===== src/rtl/hazard_scoreboard.sv =====
// hazard_scoreboard: ID-stage load-use/RAW/WAW/structural stall generation and multi-cycle scoreboard.
// Define HZ_STALL_CNT_EN to enable stall_count; otherwise the port is tied to 0.
module hazard_scoreboard #(
   parameter int MC_DEPTH      = 2,
   parameter int STALL_TIMEOUT = 64
) (
   input  logic        clk,
   input  logic        rst_n,
   input  logic        id_valid,
   input  logic [4:0]  id_rs1,
   input  logic [4:0]  id_rs2,
   input  logic        id_rs1_used,
   input  logic        id_rs2_used,
   input  logic [4:0]  id_rd,
   input  logic        id_regwrite,
   input  logic        id_is_mc,
   input  logic        ID_EX_memread,
   input  logic [4:0]  RD_ID_EX,
   input  logic        flush,
   input  logic        mc_done,
   input  logic [4:0]  mc_done_rd,
   output logic        stall,
   output logic        bubble,
   output logic [31:0] pending,
   output logic [2:0]  mc_outstanding,
   output logic        sb_err,
   output logic        sb_timeout,
   output logic [31:0] stall_count
);
   logic [31:0] pending_q, pending_d;
   logic [2:0]  mc_out_q, mc_out_d;
   logic        sb_err_q, sb_err_d;
   logic        sb_to_q, sb_to_d;
   logic [31:0] run_q, run_d;
   logic        id_ok, load_use, raw, waw, structural, issue, retire_bad, retire;

   always_comb begin
      id_ok      = id_valid & ~flush;
      load_use   = ID_EX_memread && RD_ID_EX != 5'd0 &&
                   ((id_rs1_used && id_rs1 == RD_ID_EX) || (id_rs2_used && id_rs2 == RD_ID_EX));
      raw        = (id_rs1_used && id_rs1 != 5'd0 && pending_q[id_rs1]) ||
                   (id_rs2_used && id_rs2 != 5'd0 && pending_q[id_rs2]);
      waw        = id_regwrite && id_rd != 5'd0 && pending_q[id_rd];
      structural = id_is_mc && mc_out_q == 3'(MC_DEPTH);
      stall      = id_ok & (load_use | raw | waw | structural);
      bubble     = stall;
      issue      = id_ok & ~stall & id_is_mc;
      // A bad retire is flagged and otherwise ignored so the count never wraps
      retire_bad = mc_done && (mc_out_q == 3'd0 || (mc_done_rd != 5'd0 && !pending_q[mc_done_rd]));
      retire     = mc_done & ~retire_bad;
      pending_d  = pending_q;
      if (retire) pending_d[mc_done_rd] = 1'b0;
      if (issue && id_regwrite && id_rd != 5'd0) pending_d[id_rd] = 1'b1;
      pending_d[0] = 1'b0;
      mc_out_d   = mc_out_q + {2'b0, issue} - {2'b0, retire};
      sb_err_d   = sb_err_q | retire_bad;
      run_d      = !stall ? 32'd0 : (run_q == 32'(STALL_TIMEOUT) ? run_q : run_q + 32'd1);
      sb_to_d    = sb_to_q | (run_d == 32'(STALL_TIMEOUT));
   end

   always_ff @(posedge clk or negedge rst_n) begin
      if (!rst_n) begin
         pending_q <= '0;
         mc_out_q  <= '0;
         sb_err_q  <= 1'b0;
         sb_to_q   <= 1'b0;
         run_q     <= '0;
      end else begin
         pending_q <= pending_d;
         mc_out_q  <= mc_out_d;
         sb_err_q  <= sb_err_d;
         sb_to_q   <= sb_to_d;
         run_q     <= run_d;
      end
   end

`ifdef HZ_STALL_CNT_EN
   logic [31:0] cnt_q, cnt_d;

   always_comb cnt_d = (stall && cnt_q != 32'hFFFF_FFFF) ? cnt_q + 32'd1 : cnt_q;

   always_ff @(posedge clk or negedge rst_n) begin
      if (!rst_n) cnt_q <= '0;
      else        cnt_q <= cnt_d;
   end

   assign stall_count = cnt_q;
`else
   assign stall_count = '0;
`endif

   assign pending        = pending_q;
   assign mc_outstanding = mc_out_q;
   assign sb_err         = sb_err_q;
   assign sb_timeout     = sb_to_q;
endmodule


===== config.mk =====
export PLATFORM = sky130hd
export DESIGN_NAME = hazard_scoreboard
export DESIGN_NICKNAME = d
export VERILOG_FILES = /design/src/rtl/hazard_scoreboard.sv
export SDC_FILE = /design/constraint.sdc
export NUM_CORES = 1
export LEC_CHECK = 0
export BUFFER_PORTS_ARGS = -buffer_cell sky130_fd_sc_hd__buf_4
export CORE_MARGIN = 1
export CORE_UTILIZATION = 30
export CTS_CLUSTER_DIAMETER = 30
export DETAILED_ROUTE_END_ITERATION = 7
export HOLD_SLACK_MARGIN = 0.02
export PLACE_DENSITY_LB_ADDON = 0.3
export SLEW_MARGIN = 20
export SYNTH_ARGS = -nofsm -noshare
export SYNTH_HDL_FRONTEND = slang
export SYNTH_SLANG_ARGS = --single-unit

===== constraint.sdc =====
create_clock -name clk -period 11.9 [get_ports clk]
set_clock_uncertainty 0.15 [all_clocks]
set_input_delay 2.975 -clock clk [delete_from_list [all_inputs] [get_ports clk]]
set_output_delay 2.975 -clock clk [all_outputs]
set_load 0.01 [all_outputs]

==> flow_metrics.tcl, run 1 <==
set metrics [dict create \
    grt_pass1_wl_mm 25.85 \
    required_ns 8.78 \
    portBuffers 72 \
    maxUsedRoutingLayer "met4" \
    wl_per_cell_um 19.06 \
    final_cell_mix "buf_4, dfrtp_1, nor3_1" \
    cts_setup_buffers 0 \
    ir_worst_vdd_uv 71.87 \
    place_congestion 0.8822 \
    drive_gt1_frac 0.1984 \
    cts_tree "done" \
    crit-reg2reg-launch "pending[1]$_DFF_PN0_" \
    overflow 0 \
    finalCritPeriodShare 0.7125 \
    dp_cells 844 \
    initial_core_util 0.3108 \
    rows 48 \
    cp.arrival_ns 5.35 \
    dieArea_mm2 0.01871 \
    critPathKind "input port to output pin" \
    fin_cells 860 \
    hpwl_mm 11.69 \
    start_kind "input port" \
    cp_common_cell "buf_4" \
    cpMaxStageDelayCell "mux4_2" \
    reg2reg_slack_ns 8.04 \
    setup_viol 0 \
    slew_headroom 0.4018 \
    layout_commonest_cell "buf_4" \
    wl_met3_mm 1.423 \
    cts_max_level 3 \
    tightest_slew_ns 0.8973 \
    status "completed" \
    io_pins 106 \
    hold_path.class "register to register" \
    synth_warnings 0 \
    via_count 4889 \
    ys_seq_elements 68 \
    syn_inst 597 \
    holdPathStages 1 \
    dr.pass1.iters 5 \
    synth_edf_count 0 \
    finalCriticalPeriod_ns 8.479 \
    crit_end "stall" \
    power_density_mw_per_mm2 115.8 \
    worstPathCellList "buf_4 -> mux4_2 -> nor2b_1 -> nor4_1 -> o211a_1 -> o311ai_1 -> nor3b_4 -> buf_4 -> nor2_1 -> buf_4" \
    ant_nets 0 \
    area_growth_pct 14.90 \
    grt_pass1_vias 4661 \
    die_width_um 136.8 \
    yosysSeqAreaShare 0.3122 \
    r2r_cells 13 \
    dr_wl_met2_mm 7.514 \
    clk_pin_slew_ns 0.06 \
    cts_inserted_buffers 9 \
    drt-met1-wl_mm 7.005 \
    drc 0 \
    fmax_mhz 117.9 \
    antenna_cells 0 \
    syn-mean-instance-area_um2 9.129 \
    synth_flop_cell "dfrtp_1" \
    die_y_um 136.8 \
    cts_root_buf "clkbuf_16" \
    cts_resized 0 \
    syn_area_mm2 0.005450 \
    clockBufferDepth 2 \
    end_kind "output pin" \
    final-max-slew-violation-count 0 \
    insertion_delay_ns 0.34 \
    core-area_mm2 0.01754 \
    critPathMaxFanout 34 \
    drt_iter0_markers 509 \
    async_flop_share 1.000 \
    n_fill_cell 1749 \
    tns_ns 0 \
    nets 670 \
    finalWirelength_mm 16.39 \
    grt_max_degree 69 \
    critPathTopFamily "buffers and inverters" \
    grt_antenna_before_repair 0 \
    finalHoldViolCount 0 \
    viasPerCell 5.685 \
    worst-path-stages 10 \
    hold_buffers 0 \
    p_leak_nw 2.451 \
    r2r_end "mc_outstanding[2]$_DFF_PN0_" \
    cts.sinks 68 \
    crit_path_max_incr_delay_ns 0.53 \
    synth_cell_types 61 \
    cap_violations 0 \
    worst-path-buf-inv 3 \
    rsz0062_at_grt "false" \
    startpoint "id_rd[0]" \
    track_usage 0.1806 \
]
-- flip-flops by register name, summed over array words and instances, names as in the netlist --
signal / cells
run_q: 32
pending: 31
mc_outstanding: 3
sb_err: 1
sb_timeout: 1
-- how the worst min path moves through the flow --
stage | endpoint | from | slack (ns)
after global routing | sb_err$_DFF_PN0_ | sb_err$_DFF_PN0_ | 0.35
after detailed placement | sb_err$_DFF_PN0_ | sb_err$_DFF_PN0_ | 0.30
after floorplan | sb_err$_DFF_PN0_ | sb_err$_DFF_PN0_ | 0.34
final | sb_err$_DFF_PN0_ | sb_err$_DFF_PN0_ | 0.33
after CTS | sb_err$_DFF_PN0_ | sb_err$_DFF_PN0_ | 0.33
after global placement | sb_err$_DFF_PN0_ | sb_err$_DFF_PN0_ | 0.29
-- worst register-to-register path, delay by kind of cell, from the launching register on --
kind / cells / cell delay (ns)
AO/OA/AOI/OAI: 2 / 0.49
XOR/XNOR: 2 / 0.32
adder cells (fa/ha/maj): 3 / 0.84
buffers and inverters: 2 / 0.42
flip-flops: 1 / 0.49
multiplexers: 2 / 0.77
AND/OR/NAND/NOR: 2 / 0.29
-- metal layers --
layer	vias to the layer above	track usage
met5	-	0
met4	0	0.07143
met3	34	0.04370
met2	225	0.2781
met1	2418	0.2430
li1	2212	-
-- through the flow --
| stage | power, mW | instance area [µm²] | util | setup WS, ns | hold slack, ns |
|---|---|---|---|---|---|
| after global placement | 0.4157 | 5922 | 0.3377 | 3.440 | 0.2933 |
| after detailed placement | 0.4209 | 5922 | 0.3377 | 3.418 | 0.3013 |
| after CTS | 0.7309 | 6262 | 0.3571 | 3.403 | 0.3260 |
| final | 0.7251 | 6262 | 0.3571 | 3.421 | 0.3286 |
| after floorplan | 0.3675 | 5570 | - | 3.519 | 0.3432 |
| after global routing | 0.7573 | 6262 | 0.3571 | 3.200 | 0.3520 |
-- cell type report --
cell class / instances / area [µm²] / share of cell area
clock buffers: 10 / 229.0 / 0.03656
clock inverters: 6 / 111.4 / 0.01778
inverters: 9 / 33.78 / 0.005395
multi-input cells: 468 / 3349 / 0.5349
flip-flops and latches: 68 / 1702 / 0.2717
well taps: 225 / 281.5 / 0.04496
repair buffers: 74 / 555.5 / 0.08871
-- cell families (layout without fill, tap and decap cells) --
logic type,after synthesis,in the layout,synth area share
DFF,68,68,0.3122
adders and majority gates,5,5,0.01286
and+or+nand+nor,232,232,0.2328
muxes,51,51,0.1497
other,1,33,0.0006880
buffers and inverters,93,99,0.09642
AOI/OAI and AO/OA,100,100,0.1198
xor gates and xnor gates,47,47,0.07553
-- synthesized netlist by cell type, drive strengths merged, types with 2 or more instances --
library cell | n | area share
nor2 | 28 | 0.019
o311ai | 2 | 0.0032
ha | 4 | 0.0092
a31oi | 2 | 0.0023
nor4 | 15 | 0.018
dfrtp | 68 | 0.31
or2 | 3 | 0.0034
nor3b | 8 | 0.012
nand3b | 11 | 0.015
mux2 | 4 | 0.0083
clkbuf | 34 | 0.023
o31ai | 30 | 0.041
nor2b | 4 | 0.0046
o221ai | 3 | 0.0048
buf | 50 | 0.067
mux2i | 23 | 0.042
xnor2 | 30 | 0.048
nor4bb | 2 | 0.0037
xor2 | 17 | 0.027
nor4b | 3 | 0.0048
or3b | 3 | 0.0048
and3 | 8 | 0.0092
mux4 | 24 | 0.099
a21oi | 7 | 0.0064
o21ai | 39 | 0.036
nor3 | 43 | 0.039
and4 | 3 | 0.0048
a31o | 2 | 0.0032
nand2 | 40 | 0.028
or3 | 5 | 0.0057
nand4 | 13 | 0.015
or4 | 4 | 0.0055
nand3 | 28 | 0.026
inv | 9 | 0.0062
nand2b | 8 | 0.0092
a211oi | 4 | 0.0055
-- report_power, final --
part / leakage, nW / total [mW] / switching (mW) / internal [mW]
clock network: 0.163 / 0.309 / 0.104 / 0.205
logic: 1.36 / 0.148 / 0.0857 / 0.0625
registers: 0.932 / 0.268 / 0.0236 / 0.245
(Power assumes the default switching activity.)
==> run 2: changes to the inputs <==
clock period = 8.03 ns   (was 11.9 ns; I/O delays follow)
==> flow_metrics.tcl, run 2 (same netlist as run 1, synthesis figures left out) <==
set metrics [dict create \
    status "completed" \
    area_growth_pct 14.03 \
    crit-reg2reg-launch "pending[1]$_DFF_PN0_" \
    antenna_cells 0 \
    cap_violations 0 \
    finalWirelength_mm 16.56 \
    insertion_delay_ns 0.34 \
    drive_gt1_frac 0.1984 \
    required_ns 5.87 \
    critPathMaxFanout 17 \
    portBuffers 72 \
    cts.sinks 68 \
    grt_max_degree 69 \
    io_pins 106 \
    end_kind "output pin" \
    switchingPower_uw 319.2 \
    final-max-slew-violation-count 0 \
    cts_max_level 3 \
    power_density_mw_per_mm2 163.3 \
    placed_area_mm2 0.005922 \
    die_width_um 136.8 \
    switching_share 0.3145 \
    tightest_slew_ns 0.8947 \
    grt_pass1_wl_mm 25.68 \
    setup_viol 0 \
    ir_worst_vdd_uv 111.0 \
    finalCriticalPeriod_ns 6.236 \
    pwr-share-comb 0.218 \
    stdcell_area_mm2 0.006215 \
    rsz0062_at_grt "false" \
    hold_buffers 0 \
    seq_area_mm2 0.001702 \
    cts_resized 0 \
    cp.arrival_ns 4.08 \
    start_kind "input port" \
    dp_cells 844 \
    overflow 0 \
    dieArea_mm2 0.01871 \
    fmax_mhz 160.4 \
    finalHoldViolCount 0 \
    clockBufferDepth 2 \
    drt_iter0_markers 542 \
    initial_core_util 0.3108 \
    drc 0 \
    viasPerCell 5.645 \
    grt_antenna_before_repair 0 \
    rows 48 \
    largest_register_ffs 32 \
    die_y_um 136.8 \
    critPathKind "input port to output pin" \
    dr.pass1.iters 5 \
    via_count 4855 \
    regMostFlops "run_q" \
    n_fill_cell 1793 \
    slew_headroom 0.4035 \
    power_frac_seq 0.391 \
    cts_inserted_buffers 9 \
    cts_tree "done" \
    track_usage 0.1802 \
    pwr-share-clk 0.391 \
    cts_root_buf "clkbuf_16" \
    startpoint "id_rd[0]" \
    layout_commonest_cell "buf_4" \
    hpwl_mm 11.65 \
    hold_path.class "register to register" \
    fin_cells 860 \
    finalCritPeriodShare 0.7766 \
    worstHoldStart "sb_err$_DFF_PN0_" \
    ant_nets 0 \
    p_int_uw 695.6 \
    cts_setup_buffers 0 \
    core-area_mm2 0.01754 \
    wl_per_cell_um 19.25 \
    place_congestion 0.8920 \
    clk_pin_slew_ns 0.06 \
    final_cell_mix "buf_4, dfrtp_1, nor3_1" \
    tns_ns 0 \
    p_leak_nw 2.427 \
    multiInputGateArea_mm2 0.003349 \
    nets 670 \
    grt_pass1_vias 4617 \
]
run 2: cell types whose count changed in the layout (fill, tap and decap cells not counted):
cell / before / now
bufinv_16: 3 / 1
clkinvlp_4: 1 / 2
clkinv_2: 1 / 2
run 2: worst max-delay path: stages:
cell and delay, ns:
buf_4 0.25, mux4_2 0.53, nor2b_1 0.14, nor4_1 0.25, o211a_1 0.19, o311ai_1 0.14, nor3b_4 0.29, nor2_1 0.11
buf_4 0.17
run 2: final cells by class:
type                    count  share of cell area
flip-flops and latches     68              0.2738
clock inverters             6             0.01027
inverters                   9            0.005436
clock buffers              10             0.03684
multi-input cells         468              0.5390
repair buffers             74             0.08939
well taps                 225             0.04530
run 2: path summary, 6_finish.rpt:
path | cells after the start | slack [ns] | end
setup / recovery | 9 | 1.79 | stall
hold / removal | 1 | 0.31 | sb_err$_DFF_PN0_
setup reg to reg | 13 | 4.05 | mc_outstanding[2]$_DFF_PN0_
hold reg to reg | 1 | 0.31 | sb_err$_DFF_PN0_
max in group asynchronous | 1 | 5.50 | pending[17]$_DFF_PN0_
min in group asynchronous | 1 | 1.64 | run_q[4]$_DFF_PN0_
run 2: power groups by stage:
stage               sequential (mW)  clock [mW]  combinational (mW)
finish                        0.397       0.397               0.221
CTS                           0.397       0.405               0.222
global route                  0.399       0.415               0.241
floorplan                     0.395           0               0.149
global placement              0.402           0               0.215
detailed placement            0.403           0               0.221
run 2: through the flow:
step / util / setup WS [ns] / hold slack [ns] / total power [mW]
finish: 0.3544 / 1.794 / 0.3146 / 1.015
global route: 0.3544 / 1.678 / 0.3425 / 1.056
CTS: 0.3544 / 1.763 / 0.3182 / 1.024
detailed placement: 0.3377 / 1.771 / 0.3046 / 0.6243
global placement: 0.3377 / 1.767 / 0.2935 / 0.6177
floorplan: - / 1.584 / 0.3432 / 0.5446
run 2: layer usage:
layer | track usage | routed length, µm | vias to the layer above
li1 | - | - | 2213
met1 | 0.2441 | 7355 | 2433
met2 | 0.2781 | 7633 | 182
met3 | 0.04630 | 1229 | 27
met4 | 0.06044 | 339 | 0
met5 | 0 | 0 | -
